==> src/rtl/mux_pkg.sv <==
// ============================================================================
// Module      : mux_pkg
// Description : Shared state encoding, widths and helpers for the mux sequencer.
// Revision    : 1.0
// ============================================================================
`default_nettype none

package mux_pkg;

    localparam int SEL_W     = 2;
    localparam int NUM_CH    = 4;
    localparam int DEF_WIDTH = 4;

    typedef enum logic [1:0] {
        ST_IDLE   = 2'd0,
        ST_SETTLE = 2'd1,
        ST_HOLD   = 2'd2
    } state_t;

    function automatic logic [NUM_CH-1:0] onehot4(input logic [SEL_W-1:0] s);
        return 4'b0001 << s;
    endfunction

endpackage

`default_nettype wire

==> src/rtl/rr_pick4.sv <==
// ============================================================================
// Module      : rr_pick4
// Description : Combinational 4-way round-robin pick starting after ptr.
// Revision    : 1.0
// ============================================================================
`default_nettype none

module rr_pick4
    import mux_pkg::*;
(
    input  logic [3:0]       req,
    input  logic [SEL_W-1:0] ptr,
    output logic [SEL_W-1:0] pick,
    output logic             any
);

    logic [SEL_W-1:0] w_idx;

    // Walk from lowest to highest priority so the nearest requester after ptr overwrites last.
    always_comb begin
        pick  = ptr;
        w_idx = ptr;
        for (int i = 4; i >= 1; i--) begin
            w_idx = ptr + SEL_W'(i);
            if (req[w_idx]) begin
                pick = w_idx;
            end
        end
    end

    assign any = |req;

endmodule

`default_nettype wire

==> src/rtl/mux_rr_sequencer.sv <==
// ============================================================================
// Module      : mux_rr_sequencer
// Description : Round-robin select/capture stage around a 4:1 mux, valid/ready out.
// Revision    : 1.0
// ============================================================================
`default_nettype none

module mux_rr_sequencer
    import mux_pkg::*;
#(
    parameter int WIDTH  = DEF_WIDTH,
    parameter int NUM_CH = 4
) (
    input  logic             clk,
    input  logic             rst_n,
    input  logic [3:0]       req,
    output logic [3:0]       gnt,
    output logic [SEL_W-1:0] sel,
    input  logic [WIDTH-1:0] mux_out,
    output logic [WIDTH-1:0] out_data,
    output logic             out_valid,
    input  logic             out_ready
);

    if (NUM_CH != 4) begin : g_cfg_check
        $error("mux_rr_sequencer: NUM_CH must be 4");
    end

    state_t           r_state;
    state_t           w_next_state;
    logic [SEL_W-1:0] r_sel;
    logic [SEL_W-1:0] r_ptr;
    logic [3:0]       r_gnt;
    logic [WIDTH-1:0] r_data;
    logic             r_valid;
    logic [SEL_W-1:0] w_pick;
    logic             w_any;
    logic             w_load_sel;
    logic             w_capture;
    logic             w_release;

    rr_pick4 u_pick (
        .req  (req),
        .ptr  (r_ptr),
        .pick (w_pick),
        .any  (w_any)
    );

    always_ff @(posedge clk or negedge rst_n) begin
        if (!rst_n) begin
            r_state <= ST_IDLE;
        end else begin
            r_state <= w_next_state;
        end
    end

    always_comb begin
        w_next_state = r_state;
        case (r_state)
            ST_IDLE:   if (w_any) w_next_state = ST_SETTLE;
            ST_SETTLE: w_next_state = ST_HOLD;
            ST_HOLD:   if (out_ready) w_next_state = w_any ? ST_SETTLE : ST_IDLE;
            default:   w_next_state = ST_IDLE;
        endcase
    end

    always_comb begin
        w_load_sel = 1'b0;
        w_capture  = 1'b0;
        w_release  = 1'b0;
        case (r_state)
            ST_IDLE:   w_load_sel = w_any;
            ST_SETTLE: w_capture  = 1'b1;
            ST_HOLD: begin
                w_load_sel = out_ready & w_any;
                w_release  = out_ready;
            end
            default: ;
        endcase
    end

    // Capture uses the applied select, not a fresh pick, so a request dropped in SETTLE still completes.
    always_ff @(posedge clk or negedge rst_n) begin
        if (!rst_n) begin
            r_sel   <= '0;
            r_ptr   <= SEL_W'(3);
            r_gnt   <= '0;
            r_data  <= '0;
            r_valid <= 1'b0;
        end else begin
            if (w_load_sel) r_sel <= w_pick;
            if (w_capture) begin
                r_data  <= mux_out;
                r_valid <= 1'b1;
                r_gnt   <= onehot4(r_sel);
                r_ptr   <= r_sel;
            end else begin
                r_gnt   <= '0;
            end
            if (w_release) r_valid <= 1'b0;
        end
    end

    assign sel       = r_sel;
    assign gnt       = r_gnt;
    assign out_data  = r_data;
    assign out_valid = r_valid;

endmodule

`default_nettype wire

==> config.mk <==
export PLATFORM = sky130hd
export DESIGN_NAME = mux_rr_sequencer
export DESIGN_NICKNAME = d
export VERILOG_FILES = /design/src/rtl/mux_pkg.sv /design/src/rtl/rr_pick4.sv /design/src/rtl/mux_rr_sequencer.sv
export SDC_FILE = /design/constraint.sdc
export NUM_CORES = 1
export LEC_CHECK = 0
export CORE_MARGIN = 10
export CORE_UTILIZATION = 45
export DETAILED_ROUTE_END_ITERATION = 8
export PLACE_DENSITY = 0.79
export SYNTH_ARGS = -nofsm -noshare
export SYNTH_HDL_FRONTEND = slang
export SYNTH_SLANG_ARGS = --single-unit
export TNS_END_PERCENT = 5
==> constraint.sdc <==
create_clock -name clk -period 3 [get_ports clk]
set_input_delay 0.3 -clock clk [delete_from_list [all_inputs] [get_ports clk]]
set_output_delay 0.3 -clock clk [all_outputs]
set_load 0.05 [all_outputs]
Word-level counts from Yosys, hierarchy flattened:

Index checks and enable logic that the tools add are counted.
Widths: inputs -> output; s select.

* output and inout bits: 11
* input port bits: 11
* flip-flop bits (word level): 15
* logic and storage cells: 41

* equality and inequality tests: 4
* muxes and demuxes: 19
* reductions and logical operators: 4
* bitwise logic cells: 1
* magnitude comparators: 3
* add/subtract/negate cells: 3
* shift operators: 1

Operator list (count)
* $mux 2: 5
* $lt 2x3->1 const B: 3
* $mux 1: 8
* $bmux 1 s2: 3
* $pmux 2 s3: 1
* $add 2x2->2 const B: 2
* $mux 4: 1
* $ne 2x2->1 const B: 2
* $reduce_or 4->1: 1
* $shl 1x2->4 const A: 1
* $add 2x1->2 const B: 1
* $eq 2x1->1 const B: 1
* $eq 2x2->1 const B: 1
* $logic_not 2->1: 1
* $pmux 1 s2: 1
* $reduce_and 2->1: 1
* $reduce_bool 2->1: 1
* $and 1x1->1: 1

Longest topological paths before layout:

Gate-level depths: netlist of the first run.

* depth after elaboration: 6
* depth in mapped cells: 4

Cells and area by module:

A second synthesis of the first run with hierarchy kept.

* cells, all modules: 63
* area total of the unflattened synthesis: 630.6 µm²

Modules (own cells, without submodules)
* mux_rr_sequencer: area an instance 558.0 µm², sequential area each 377.9 µm², cells each 49, times used 1
* rr_pick4: area an instance 72.6 µm², sequential area each 0.0 µm², cells each 14, times used 1

Worst setup path before layout of the first run:

Ideal clock, no wire load.

* path kind: register to register
* start: register r_ptr[1]
* end: register r_sel[0] (netlist: sel[0])
* period minus slack after synthesis: 1374 ps
* slack: 1626 ps
* path buffers: 0
* library setup time: 126 ps
* stages on the path, launching flop included: 4
* arrival: 1248 ps
* cells stage by stage: dfstp_2 > nor2_1 > a2111o_1 > o32a_1

* longest elaborated chain between the ends: 6
* elaborated cells between the ends (all ways): 12
* classes of those cells: 3 x add/sub; 9 x mux

Ends and longest elaborated chain
* start, declared: RTL line mux_rr_sequencer.sv:32 `logic [SEL_W-1:0] r_ptr;`
* start signal, assigned: RTL line mux_rr_sequencer.sv:96 `r_ptr <= r_sel;`
* $add 2x2->2: RTL line rr_pick4.sv:24 `w_idx = ptr + SEL_W'(i);`
* $bmux 1 s2: RTL line rr_pick4.sv:25 `if (req[w_idx]) begin`
* $mux 1 (implied by the code): RTL line rr_pick4.sv:25
* $mux 2 (2 in series): RTL line rr_pick4.sv:25
* $mux 2 (*): RTL line rr_pick4.sv:25
* end signal, assigned: RTL line mux_rr_sequencer.sv:91 `if (w_load_sel) r_sel <= w_pick;`
* end, declared: RTL line mux_rr_sequencer.sv:31 `logic [SEL_W-1:0] r_sel;`

Mark *: on every way between the ends. The rest lies on a longest branch, timed or not. The select of a mux whose other input is x is not followed.
A chain may end at the register's enable or synchronous reset.

Final worst setup path of the first run:

* start: register r_sel[1] (netlist: sel[1])
* end: output port sel[1]

RTL lines
* end, declared: RTL line mux_rr_sequencer.sv:18 `output logic [SEL_W-1:0] sel,`

No word-level cell between the ends.

==> impl_metrics.ini, run 1 <==
[placed_design]
placed_cells = 100
gp_congestion = 0.8642
dp_hpwl_um = 1194
io_buffers = 21
post-place-ws_ps = 1246

[power]
leakagePower_nw = 0.3946
ir_drop_uv = 712.0
powerDensity_nw_per_um2 = 1181

[global_route]
grt_use_total_pct = 9.267
met2_usage_pct = 15.18
antenna_found_initial = 0
grt_use_met1_pct = 9.446
grt_overflow = 0
grt_pass1_wl_um = 2525
grtUsageMet3_pct = 5.447
grt_max_degree = 16
busiest_layer = met2
grt_pass1_vias = 577

[timing]
setup_tns_ps = 0
maxSlewHeadroom_pct = 57.16
worst_slack_ps = 1118
drv_slew = 0
whs_ps = 411.5
hold_violations = 0
period_share_pct = 62.74
rsz0062_at_grt = false
setup_viol = 0
worst_pin_slew_ps = 640.6
fmax_mhz = 531.3
finalCriticalPeriod_ps = 1882
skew_ps = 5.137

[die]
fp.dieH_um = 57.84
die_w_um = 57.84
core.rowCount = 13
start_util_pct = 48.31
dieArea_um2 = 3345
coreArea_um2 = 1334
num_io_pins = 22

[critical_path]
r2r_setup_slack_ps = 1540
path_delay_family = buffers and inverters
crit_fanout = 7
cp-start-kind = flip-flop
max_stage_delay_ps = 850
critPathRequiredTime_ps = 2700
end_kind = primary output
critical_path_arrival_ps = 1580
worst-path-buf-inv = 1
cp_slowest_cell = clkdlybuf4s50_1
critPathKind = reg -> out
crit_chain = clkdlybuf4s50_1

[run]
drv_cap = 0

[route]
drt_iter0_drc = 1
vias = 544
drc = 0
dr.pass1.iters = 4
wirelength_um = 1479
final_antenna_net_count = 0
via_per_inst = 5.231
post_drt_wl_per_cell_um = 14.22

[min_path]
hp-class = in -> async

[final_layout]
diodes = 0
nNetsFinal = 101
area_growth_pct = 38.45
drive_above_1_share_pct = 7.865
fin_cells = 104

[cts]
clkTransAtPathRegs_ps = 80
cts_resized = 0
cts_buffers = 3
cts_buffer_depth = 2
cts-root-buf = clkbuf_4
cts_tree = built
clock-sinks = 15
cts_hold_buf = 0
insertion_delay_ps = 280
cts_setup_buffers = 0
h-tree-depth = 1

[yosys]
syn_nets = 77
ys_top_cells_by_area = dfrtp_1 (50%), nand2_1 (11%), dfstp_2 (8.2%)
post_synth_num_cell_types = 20
synth.most_common_cell = nand2_1
yosysWarnings = 0
synth_cells = 66
synthArstFlopShare_pct = 100.0
ys_seq_area_share_pct = 58.64
synth_flop_cell = dfrtp_1
syn_area_um2 = 644.4
synth_edf_count = 0
synth_common_cells = nand2_1 (19), dfrtp_1 (13), a21oi_1 (4), nand2b_1 (4)
synth.top_cell.area_share_pct = 50.49
synth-seq-cells = 15
yosysTopAreaCell = dfrtp_1
syn_area_per_cell_um2 = 9.763

[status]
status = completed
[metal layers]
| layer | vias up | routed length (um) |
|---|---|---|
| li1 | 271 | - |
| met1 | 250 | 634 |
| met2 | 17 | 708 |
| met3 | 6 | 108 |
| met4 | 0 | 27 |
| met5 | - | 0 |
[path summary, 6_finish.rpt]
path | to | cells after the start | startpoint
hold / removal | gnt[1]$_DFF_PN0_ | 1 | rst_n
min in group clk | out_data[0]$_DFFE_PN0P_ | 2 | out_data[0]$_DFFE_PN0P_
max in group asynchronous | sel[1]$_DFFE_PN0P_ | 1 | rst_n
setup reg to reg | sel[0]$_DFFE_PN0P_ | 3 | r_ptr[1]$_DFFE_PN1P_
hold reg to reg | out_data[0]$_DFFE_PN0P_ | 2 | out_data[0]$_DFFE_PN0P_
setup / recovery | sel[1] | 1 | sel[1]$_DFFE_PN0P_
[sequential cells by signal, indices dropped and copies added (netlist names)]
name	cells
sel	2
out_data	4
r_state	2
r_ptr	2
gnt	4
out_valid	1
[report_power, final]
part | internal, W | leakage, nW | switching, W
Sequential | 0.000301 | 0.183 | 0.0000816
Combinational | 0.000202 | 0.196 | 0.000358
Clock | 0.0000516 | 0.0150 | 0.0000598
[through the flow]
stage / utilization [%] / power (W) / instance area (um^2)
6_report: 66.89 / 0.001054 / 892.1
5_1_grt: 66.89 / 0.001128 / 892.1
4_1_cts: 66.89 / 0.001072 / 892.1
3_5_place_dp: 64.92 / 0.0009570 / 865.8
3_3_place_gp: 64.92 / 0.0009421 / 865.8
2_1_floorplan: - / 0.0007596 / 644.4
[worst reg2reg max path, cell delays in order, from the launching register on]
cell,delay [ps]
dfstp_2,600
nor2_1,60
a2111o_1,400
o32a_1,290
[layout make-up]
cell class	instances	area, um^2
fill	105	441.7
sequential	15	377.9
multi-input combinational	47	251.5
timing repair buffer	21	210.2
clock buffer	4	26.28
tap	15	18.77
inverter	2	7.507
[cell usage in the layout (no fill, tap or decap)]
| cell | synthesis | routed |
|---|---|---|
| dfrtp_1 | 13 | 13 |
| nand2b_1 | 4 | 4 |
| o31a_1 | 1 | 1 |
| o21ai_0 | 3 | 3 |
| a31oi_1 | 1 | 1 |
| o32a_1 | 1 | 1 |
| nand2_1 | 19 | 19 |
| dfstp_2 | 2 | 2 |
| nor4_2 | 1 | 1 |
| clkdlybuf4s50_1 | 0 | 21 |
| a31o_2 | 1 | 1 |
| nor3b_1 | 1 | 1 |
| a2111o_1 | 1 | 1 |
| nor2_1 | 2 | 2 |
| and3_1 | 1 | 1 |
| clkbuf_1 | 2 | 1 |
| o21a_1 | 1 | 1 |
| a21oi_1 | 4 | 4 |
| nor3_1 | 3 | 3 |
| nor2b_1 | 3 | 3 |
| clkbuf_4 | 0 | 3 |
| inv_1 | 2 | 2 |
[logic make-up (layout without fill, tap and decap cells)]
| family | after synthesis | after routing | share of synthesized area, % |
|---|---|---|---|
| AO/OA/AOI/OAI | 13 | 13 | 13.59 |
| buffers and inverters | 4 | 27 | 2.331 |
| AND/OR/NAND/NOR | 34 | 34 | 25.44 |
| flip-flops | 15 | 15 | 58.64 |
(Power assumes the default switching activity.)
==> run 2: changes to the inputs <==
--- a/config.mk
+++ b/config.mk
@@ -6,9 +6,9 @@
 export NUM_CORES = 1
 export LEC_CHECK = 0
 export CORE_MARGIN = 10
-export CORE_UTILIZATION = 45
+export CORE_UTILIZATION = 38
 export DETAILED_ROUTE_END_ITERATION = 8
-export PLACE_DENSITY = 0.79
+export PLACE_DENSITY = 0.71
 export SYNTH_ARGS = -nofsm -noshare
 export SYNTH_HDL_FRONTEND = slang
 export SYNTH_SLANG_ARGS = --single-unit
==> constraint.sdc (replaced) <==
create_clock -name clk -period 1.7 [get_ports clk]
set_input_delay 0.17 -clock clk [delete_from_list [all_inputs] [get_ports clk]]
set_output_delay 0.17 -clock clk [all_outputs]
set_load 0.05 [all_outputs]
==> impl_metrics.ini, run 2 (synthesized netlist as in run 1, its figures left out) <==
[min_path]
hp-class = in -> async

[power]
powerDensity_nw_per_um2 = 2053
seqPwrFrac_pct = 36.2
leakagePower_nw = 0.4116
ir_drop_uv = 1043
clkPwrFrac_pct = 10.6
power_frac_comb_pct = 53.2
internal-power_w = 0.0009845
power_switching_w = 0.0008804
swShare_pct = 47.21

[critical_path]
r2r_setup_slack_ps = 270
r2r-start = r_ptr[1]$_DFFE_PN1P_
critPathKind = reg -> out
crit_fanout = 2
path_delay_family = buffers and inverters
end_kind = primary output
worst-path-buf-inv = 1
r2r_cells = 3
cp-start-kind = flip-flop
max_stage_delay_ps = 800
critical_path_arrival_ps = 1440
regToRegEndpoint = sel[0]$_DFFE_PN0P_
critPathRequiredTime_ps = 1530
crit_cells = 1
cp_slowest_cell = clkdlybuf4s50_1
critPathCapture = out_data[2]
crit_chain = clkdlybuf4s50_1
cp-startpoint = out_data[2]$_DFFE_PN0P_

[die]
core.rowCount = 14
die_w_um = 61.18
dieArea_um2 = 3743
num_io_pins = 22
coreArea_um2 = 1559
start_util_pct = 41.33
fp.dieH_um = 61.18

[status]
status = completed

[final_layout]
nNetsFinal = 104
multi_input_area_um2 = 251.5
final-seq-area_um2 = 377.9
diodes = 0
layout_common_cells = nand2_1 (19), clkdlybuf4s50_1 (18), dfrtp_1 (13)
drive_above_1_share_pct = 14.13
n_fill_cell = 141
area_growth_pct = 40.97
final_common_cell = nand2_1

[global_route]
antenna_found_initial = 0
grt_max_degree = 16
grt_pass1_wl_um = 2490
grt_overflow = 0
grt_use_total_pct = 8.930
grt_pass1_vias = 540

[cts]
cts_resized = 0
cts_tree = built
clock-sinks = 15
h-tree-depth = 1
cts_buffer_depth = 2
insertion_delay_ps = 280
cts-root-buf = clkbuf_4
clkTransAtPathRegs_ps = 80
cts_hold_buf = 0
cts_buffers = 3
cts_setup_buffers = 0

[route]
drt_iter0_drc = 9
final_antenna_net_count = 0
post_drt_wl_per_cell_um = 13.81
wirelength_um = 1492
dr.pass1.iters = 4
drc = 0
vias = 534
via_per_inst = 4.944

[timing]
maxSlewHeadroom_pct = 65.95
setup_viol = 0
rsz0062_at_grt = false
drv_slew = 0
worst_pin_slew_ps = 509.1
finalCriticalPeriod_ps = 1610
whs_ps = 191.2
skew_ps = 4.101
worst_slack_ps = 90.07
period_share_pct = 94.70
fmax_mhz = 621.1
setup_tns_ps = 0
hold_violations = 0

[placed_design]
io_buffers = 21
gp_congestion = 0.8087
dp_hpwl_um = 1129
post-place-ws_ps = 97.35

[run]
drv_cap = 0
run 2: cell count changes in the layout (fill, tap and decap cells not counted):
| cell | previous run | this run |
|---|---|---|
| clkdlybuf4s50_1 | 21 | 18 |
| buf_4 | 0 | 6 |
run 2: worst min path at each step:
| stage | cells past startpoint | startpoint | endpoint | slack [ps] |
|---|---|---|---|---|
| CTS | 2 | rst_n | out_valid$_DFFE_PN0P_ | 180 |
| floorplan | 0 | rst_n | gnt[0]$_DFF_PN0_ | -130 |
| global placement | 2 | out_data[2]$_DFFE_PN0P_ | out_data[2]$_DFFE_PN0P_ | 460 |
| finish | 2 | rst_n | out_valid$_DFFE_PN0P_ | 190 |
| detailed placement | 2 | out_data[1]$_DFFE_PN0P_ | out_data[1]$_DFFE_PN0P_ | 460 |
| global route | 2 | rst_n | gnt[1]$_DFF_PN0_ | 190 |
run 2: final cells by class:
cell class / instances / area share [%]
clock buffer: 4 / 2.893
inverter: 2 / 0.8264
multi-input combinational: 47 / 27.69
sequential: 15 / 41.60
tap: 16 / 2.204
timing repair buffer: 24 / 24.79
run 2: per-stage QoR:
| step | total power, W | instances | area (um^2) | utilization (%) |
|---|---|---|---|---|
| global placement | 0.001679 | 104 | 882.1 | 56.58 |
| detailed placement | 0.001687 | 104 | 882.1 | 56.58 |
| global route | 0.002002 | 108 | 908.4 | 58.27 |
| finish | 0.001865 | 108 | 908.4 | 58.27 |
| CTS | 0.001895 | 108 | 908.4 | 58.27 |
| floorplan | 0.001341 | 66 | 644.4 | - |
run 2: layer usage:
layer / vias to the layer above / global-route usage, % / share of wire (%)
met2: 11 / 13.76 / 49
met3: 2 / 4.321 / 7.0
met4: 0 / 3.909 / 0.60
met1: 245 / 10.30 / 44
met5: - / 0 / 0
li1: 276 / - / -
run 2: power groups by stage:
stage | Combinational (W) | Sequential, W | Clock (W)
after floorplan | 0.000308 | 0.00103 | 0
after global placement | 0.000998 | 0.000680 | 0
after detailed placement | 0.00100 | 0.000684 | 0
after CTS | 0.00101 | 0.000676 | 0.000212
after global routing | 0.00107 | 0.000705 | 0.000225
final | 0.000992 | 0.000676 | 0.000197
